--- src/rtl/digit_serial_subtractor.sv ---
// Multi-cycle unsigned subtractor: d = a - b - bin, DIGIT bits per clock.
// Ports: clk, rst_n, start/a/b/bin in; busy, done, d, bout out. Macro: SUB_SATURATE_EN.
module digit_serial_subtractor #(
  parameter int WIDTH = 8,
  parameter int DIGIT = 2
) (
  input  logic             clk,
  input  logic             rst_n,
  input  logic             start,
  input  logic [WIDTH-1:0] a,
  input  logic [WIDTH-1:0] b,
  input  logic             bin,
  output logic             busy,
  output logic             done,
  output logic [WIDTH-1:0] d,
  output logic             bout
);

  localparam int N  = WIDTH / DIGIT;
  localparam int CW = (N > 1) ? $clog2(N) : 1;

  typedef enum logic {
    IDLE,
    RUN
  } state_e;

  state_e           state_q, state_d;
  logic [WIDTH-1:0] a_q, a_d;
  logic [WIDTH-1:0] b_q, b_d;
  logic [WIDTH-1:0] acc_q, acc_d;
  logic             brw_q, brw_d;
  logic [CW-1:0]    cnt_q, cnt_d;
  logic [WIDTH-1:0] d_q, d_d;
  logic             bout_q, bout_d;
  logic             done_q, done_d;

  logic [DIGIT-1:0] dig_c;
  logic             brw_c;
  logic [WIDTH-1:0] acc_nx;
  logic             last;

  // Ripple borrow through the current (lowest) digit of the operands.
  always_comb begin
    dig_c = '0;
    brw_c = brw_q;
    for (int i = 0; i < DIGIT; i++) begin
      dig_c[i] = a_q[i] ^ b_q[i] ^ brw_c;
      brw_c = (~a_q[i] & b_q[i]) | ((~a_q[i] | b_q[i]) & brw_c);
    end
  end

  // Result digits enter at the top and shift down; after N steps
  // the first digit lands in bit 0.
  assign acc_nx = (acc_q >> DIGIT)
                | (WIDTH'(dig_c) << (WIDTH - DIGIT));
  assign last   = (cnt_q == CW'(N - 1));

  always_comb begin
    state_d = state_q;
    a_d     = a_q;
    b_d     = b_q;
    acc_d   = acc_q;
    brw_d   = brw_q;
    cnt_d   = cnt_q;
    d_d     = d_q;
    bout_d  = bout_q;
    done_d  = 1'b0;
    unique case (state_q)
      IDLE: begin
        if (start) begin
          a_d     = a;
          b_d     = b;
          brw_d   = bin;
          cnt_d   = '0;
          acc_d   = '0;
          state_d = RUN;
        end
      end
      RUN: begin
        a_d   = a_q >> DIGIT;
        b_d   = b_q >> DIGIT;
        brw_d = brw_c;
        acc_d = acc_nx;
        cnt_d = cnt_q + CW'(1);
        if (last) begin
          state_d = IDLE;
          done_d  = 1'b1;
          bout_d  = brw_c;
          cnt_d   = '0;
`ifdef SUB_SATURATE_EN
          d_d = brw_c ? '0 : acc_nx;
`else
          d_d = acc_nx;
`endif
        end
      end
      default: state_d = IDLE;
    endcase
  end

  always_ff @(posedge clk or negedge rst_n) begin
    if (!rst_n) begin
      state_q <= IDLE;
      a_q     <= '0;
      b_q     <= '0;
      acc_q   <= '0;
      brw_q   <= 1'b0;
      cnt_q   <= '0;
      d_q     <= '0;
      bout_q  <= 1'b0;
      done_q  <= 1'b0;
    end else begin
      state_q <= state_d;
      a_q     <= a_d;
      b_q     <= b_d;
      acc_q   <= acc_d;
      brw_q   <= brw_d;
      cnt_q   <= cnt_d;
      d_q     <= d_d;
      bout_q  <= bout_d;
      done_q  <= done_d;
    end
  end

  assign busy = (state_q == RUN);
  assign done = done_q;
  assign d    = d_q;
  assign bout = bout_q;

endmodule

--- config.mk ---
export PLATFORM = sky130hd
export DESIGN_NAME = digit_serial_subtractor
export DESIGN_NICKNAME = d
export VERILOG_FILES = /design/src/rtl/digit_serial_subtractor.sv
export SDC_FILE = /design/constraint.sdc
export NUM_CORES = 1
export LEC_CHECK = 0
export BUFFER_PORTS_ARGS = -buffer_cell sky130_fd_sc_hd__buf_2
export CAP_MARGIN = 10
export CORE_UTILIZATION = 25
export CTS_BUF_LIST = sky130_fd_sc_hd__clkbuf_4 sky130_fd_sc_hd__clkbuf_8 sky130_fd_sc_hd__clkbuf_16
export CTS_CLUSTER_DIAMETER = 40
export DETAILED_ROUTE_END_ITERATION = 10
export GPL_TIMING_DRIVEN = 0
export PLACE_DENSITY_LB_ADDON = 0.2
export SYNTH_ARGS = -nofsm -noshare
export SYNTH_HDL_FRONTEND = slang
export SYNTH_SLANG_ARGS = --single-unit
--- constraint.sdc ---
create_clock -name clk -period 2 [get_ports clk]
set_clock_uncertainty 0.15 [all_clocks]
set_input_delay 0.4 -clock clk [delete_from_list [all_inputs] [get_ports clk]]
set_output_delay 0.4 -clock clk [all_outputs]
set_load 0.02 [all_outputs]
Word level (Yosys, flattened, before mapping):

Cells that the tools add are included.

* $add $sub $neg: 1
* divide/modulo/power cells: 0
* reduce and logical (&&, ||, !) cells: 1
* shift operators: 0
* bitwise operators: 16
* muxes and demuxes: 16
* $lt $le $gt $ge: 0
* multipliers: 0
* equality and inequality tests: 2

Operators with widths (number)
* $pmux 8 s2: 3
* $mux 8: 3
* $or 6x8->8: 1
* $mux 1: 5
* $and 1x1->1: 4
* $mux 2: 2
* $or 1x1->1: 4
* $pmux 1 s2: 2
* $pmux 2 s2: 1
* $xor 1x1->1: 4
* $not 1->1: 3
* $add 2x1->2 const B: 1
* $eq 2x2->1 const B: 1
* $ne 2x2->1 const B: 1
* $reduce_and 2->1: 1

* word-level logic and storage cells: 45
* bits in registers: 38
* latch bits: 0
* memory bits (read-only): 0
* memories kept: 0
* memory bits (writable): 0
* output and inout bits: 11

Logic depth before layout (Yosys ltp):

* depth in word-level cells: 7
* gate-level depth with buffers: 5
* gate-level depth less buffers: 5

Least setup slack after synthesis:

Ideal clock, no wire load.

* path kind: reg2reg
* start point: register a_q[0]
* end point: register d_q[7], in the netlist d[7]
* buffers on the path: 0
* arrival: 1505 ps
* slack: 220 ps
* cell stages (with the launch flop): 4
* library setup time: 125 ps
* path through: dfrtp_1 fa_1 fa_1 mux2_2

* word-level cells in the longest chain between the ends: 6
* elaborated cells on any way between the ends: 7

RTL lines
* start, declared: RTL line 28 `logic [WIDTH-1:0] a_q, a_d;`
* start signal, assigned: RTL line 104 `a_q <= '0;`
* start signal, assigned: RTL line 114 `a_q <= a_d;`
* $not 1->1 *: RTL line 48 `brw_c = (~a_q[i] & b_q[i]) | ((~a_q[i] | b_q[i]) & brw_c);`
* $or 1x1->1: RTL line 48
* $and 1x1->1: RTL line 48
* $or 1x1->1 *: RTL line 48
* $xor 1x1->1 *: RTL line 47 `dig_c[i] = a_q[i] ^ b_q[i] ^ brw_c;`
* $or 6x8->8 *: RTL line 55 `| (WIDTH'(dig_c) << (WIDTH - DIGIT));`
* via acc_nx[7]: RTL line 39 `logic [WIDTH-1:0] acc_nx;`
* end signal, assigned: RTL line 109 `d_q <= '0;`
* end signal, assigned: RTL line 119 `d_q <= d_d;`
* end, declared: RTL line 33 `logic [WIDTH-1:0] d_q, d_d;`

The timed path passes the listed nets; every way through them passes the cells marked *.
A chain may end at the register's enable or synchronous reset.

Worst setup path in the final report:

Ends and elaborated chain as after synthesis.

==> metrics.log <==
INFO  metric gp_congestion = roughly 0.7
INFO  metric floorplan.rows = 28
INFO  metric fin_nets = roughly 180
INFO  metric post-synth-top-area-fraction = between 50% and 60%
INFO  metric grt.total_usage = a little over a tenth
INFO  metric mostFrequentLayoutCells = sky130_fd_sc_hd__dfrtp_1, sky130_fd_sc_hd__buf_2, sky130_fd_sc_hd__mux2i_1, sky130_fd_sc_hd__nand2_1, sky130_fd_sc_hd__o21ai_1
INFO  metric post-route-drc-count = 0
INFO  metric syn_area_per_cell = 12.5 sq um
INFO  metric clock_insertion_delay_worst_skew = about 0.28 ns
INFO  metric regToRegEndpoint = d[7]
INFO  metric final_period_minus_worst_setup_slack = 1.85 ns
INFO  metric post_synth_num_cell_types = 19
INFO  metric initial_core_util = between 20% and 30%
INFO  metric die_area = roughly 0.0066 sq mm
INFO  metric critPathRequiredTime = ~2.0 ns
INFO  metric vias = 1022
INFO  metric final_hold_viol_count = 0
INFO  metric critical_path.startpoint = a_q[0]
INFO  metric synth-seq-area-share = 57.5%
INFO  metric cts_hold_buffers = 0
INFO  metric static-leakage-power = between 0.0009 and 0.001 uW
INFO  metric yosys_warnings = 0
INFO  metric grt_start_max_net_pins = 37
INFO  metric synth_enable_flop_cells = 0
INFO  metric globalRoute.totalOverflow = 0
INFO  metric finalWirelength = slightly above 3 mm
INFO  metric synth_top_flop_cell = sky130_fd_sc_hd__dfrtp_1
INFO  metric post-route-period-util = just over 90%
INFO  metric tritoncts = yes
INFO  metric clock_tree.root_cell = sky130_fd_sc_hd__clkbuf_8
INFO  metric worstSetupStartpointType = flop
INFO  metric cp_data_arrival_time = between 1.5 and 2 ns
INFO  metric hold_ws = about 0.054 ns
INFO  metric synthTopCellsByArea = sky130_fd_sc_hd__dfrtp_1, sky130_fd_sc_hd__mux2i_1, sky130_fd_sc_hd__mux2_2
INFO  metric antenna_violation_net_count_after_detailed_routing = 0
INFO  metric worstPathCellList = fa_1 -> fa_1 -> mux2_2
INFO  metric grt_pass1_vias = 1120
INFO  metric timing.final.setup_violations = 0
INFO  metric finish.utilization = 31.8%
INFO  metric critPathCaptureType = flop
INFO  metric numClockSinks = 36
INFO  metric dp_slack = 0.144 ns
INFO  metric synth_fp_nets = 148
INFO  metric timing.setup.tns = 0 ns
INFO  metric run_status = complete, no violations
INFO  metric via_to_cell_ratio = roughly 4.3
INFO  metric max_stage_delay = around 0.47 ns
INFO  metric io_pins = 31
INFO  metric final_common_cell = sky130_fd_sc_hd__dfrtp_1
INFO  metric syn_inst = around 130
INFO  metric n_antenna_cell = 0
INFO  metric yosys_register_bits = 36
INFO  metric place.detailed.instances = about 230
INFO  metric max_slew.worst_pin.slew = 0.794 ns
INFO  metric cts-buffers-inserted = 5
INFO  metric synth.largest_area_cell = sky130_fd_sc_hd__dfrtp_1
INFO  metric timing.final.max_slew_violations = 0
INFO  metric chip_height = around 80 microns
INFO  metric first_iter_violations = 26
INFO  metric nFillCells = between 600 and 700
INFO  metric worst_r2r_startpoint = a_q[0]
INFO  metric reg2regPathDepth = 3
INFO  metric cp_max_stage_cell = sky130_fd_sc_hd__fa_1
INFO  metric rsz0062_at_grt = no
INFO  metric dp_hpwl = roughly 2.2 mm
INFO  metric post-cts-setup-buffers = 0
INFO  metric setup_slack_of_the_most_critical_reg_to_reg_path = ~0.15 ns
INFO  metric place.port_buffers = 29
INFO  metric path_delay_family = adder cells
INFO  metric buffers_inverters_on_critical_path = 0
INFO  metric netlist_area = around 0.0016 sq mm
INFO  metric final_layout_size_suffix_gt1_share = 33.3%
INFO  metric async_reset_ff_share = 100%
INFO  metric cts.path.max_buffers = 2
INFO  metric worst_ir_drop_vdd = approximately 540 uV
INFO  metric htree_levels = 2
INFO  metric power_density = 1510 mW/mm^2
INFO  metric path_category_of_the_worst_min_delay_check = input pin to asynchronous set/reset pin
INFO  metric cpMostUsedCell = sky130_fd_sc_hd__fa_1
INFO  metric worst_slack = roughly 0.15 ns
INFO  metric wl_per_instance = 12.8 microns
INFO  metric area_overhead_vs_synth = 21.5%
INFO  metric post_cts.resized_instances = 0
INFO  metric grt_first_pass_wirelength = between 5 and 6 mm
INFO  metric crit_path_max_fanout = 2
INFO  metric drv.max_cap_violation_count = 0
INFO  metric core_area = approximately 0.0060 sq mm
INFO  metric clk_pin_slew_worst_paths = approximately 0.07 ns
INFO  metric timing.slew.headroom = 47.1%
INFO  metric clock.fmax = around 0.54 GHz
INFO  metric path_class = flop to flop
INFO  metric antenna_found_initial = 0
INFO  metric floorplan.die.width = 81.2 microns
INFO  metric first_pass_iters = 4
INFO  metric final_std_cells_w_o_fill = around 240
-- state kept, by name, indices dropped and copies added, names as in the netlist --
name / count
done: 1
a_q: 8
acc_q: 6
bout: 1
busy: 1
d: 8
b_q: 8
cnt_q: 2
brw_q: 1
-- kinds of logic (layout without fill, tap and decap cells) --
logic type / after synthesis / in the layout / share of synthesized area (%)
DFF: 36 / 36 / 57.5
and+or+nand+nor: 24 / 24 / 7.10
buffers and inverters: 14 / 51 / 5.82
muxes: 28 / 28 / 18.5
adders and majority gates: 3 / 3 / 3.35
AOI/OAI and AO/OA: 20 / 20 / 7.74
-- stage by stage --
step / power, uW / area, sq um
3_3_place_gp: 2320 / 1810
3_5_place_dp: 2370 / 1810
4_1_cts: 2930 / 1900
2_1_floorplan: 2020 / 1570
6_report: 2870 / 1900
5_1_grt: 3120 / 1900
-- layer usage --
layer  track usage [%]  part of all wire (%)  vias up
li1                  -                     -      493
met1              12.9                    45      496
met2              18.4                    47       28
met3              3.37                   6.2        5
met4              3.75                   1.0        0
met5                 0                     0        -
-- how the worst max path moves through the flow --
stage | endpoint | slack, ns | cells after the start
floorplan | d[7] | 0.22 | 3
global placement | d[7] | 0.16 | 3
detailed placement | d[7] | 0.14 | 3
CTS | d[7] | 0.13 | 3
global route | d[7] | 0.09 | 3
finish | d[7] | 0.15 | 3
-- where the power goes --
group / switching, uW / internal [uW] / leakage (uW) / total [uW]
sequential: 160 / 1030 / 0.000459 / 1190
combinational: 607 / 525 / 0.000451 / 1130
clock: 239 / 308 / 0.0000523 / 547
total: 1010 / 1860 / 0.000962 / 2870
-- Yosys cell counts (2+ instances only) --
cell type / count
sky130_fd_sc_hd__a22o_1: 5
sky130_fd_sc_hd__buf_4: 2
sky130_fd_sc_hd__buf_6: 4
sky130_fd_sc_hd__dfrtp_1: 36
sky130_fd_sc_hd__fa_1: 2
sky130_fd_sc_hd__inv_1: 6
sky130_fd_sc_hd__mux2_2: 8
sky130_fd_sc_hd__mux2i_1: 20
sky130_fd_sc_hd__nand2_1: 14
sky130_fd_sc_hd__nand2b_1: 2
sky130_fd_sc_hd__nor2_1: 6
sky130_fd_sc_hd__o21ai_1: 13
-- layout make-up --
class / count / area, sq um / area share [%]
inverter: 6 / 22.5 / 1.18
multi-input combinational: 75 / 576 / 30.2
timing repair buffer: 29 / 145 / 7.62
sequential: 36 / 901 / 47.3
buffer: 8 / 68.8 / 3.61
tap: 75 / 93.8 / 4.93
clock buffer: 8 / 97.6 / 5.12
Power figures use the tool's default switching activity.
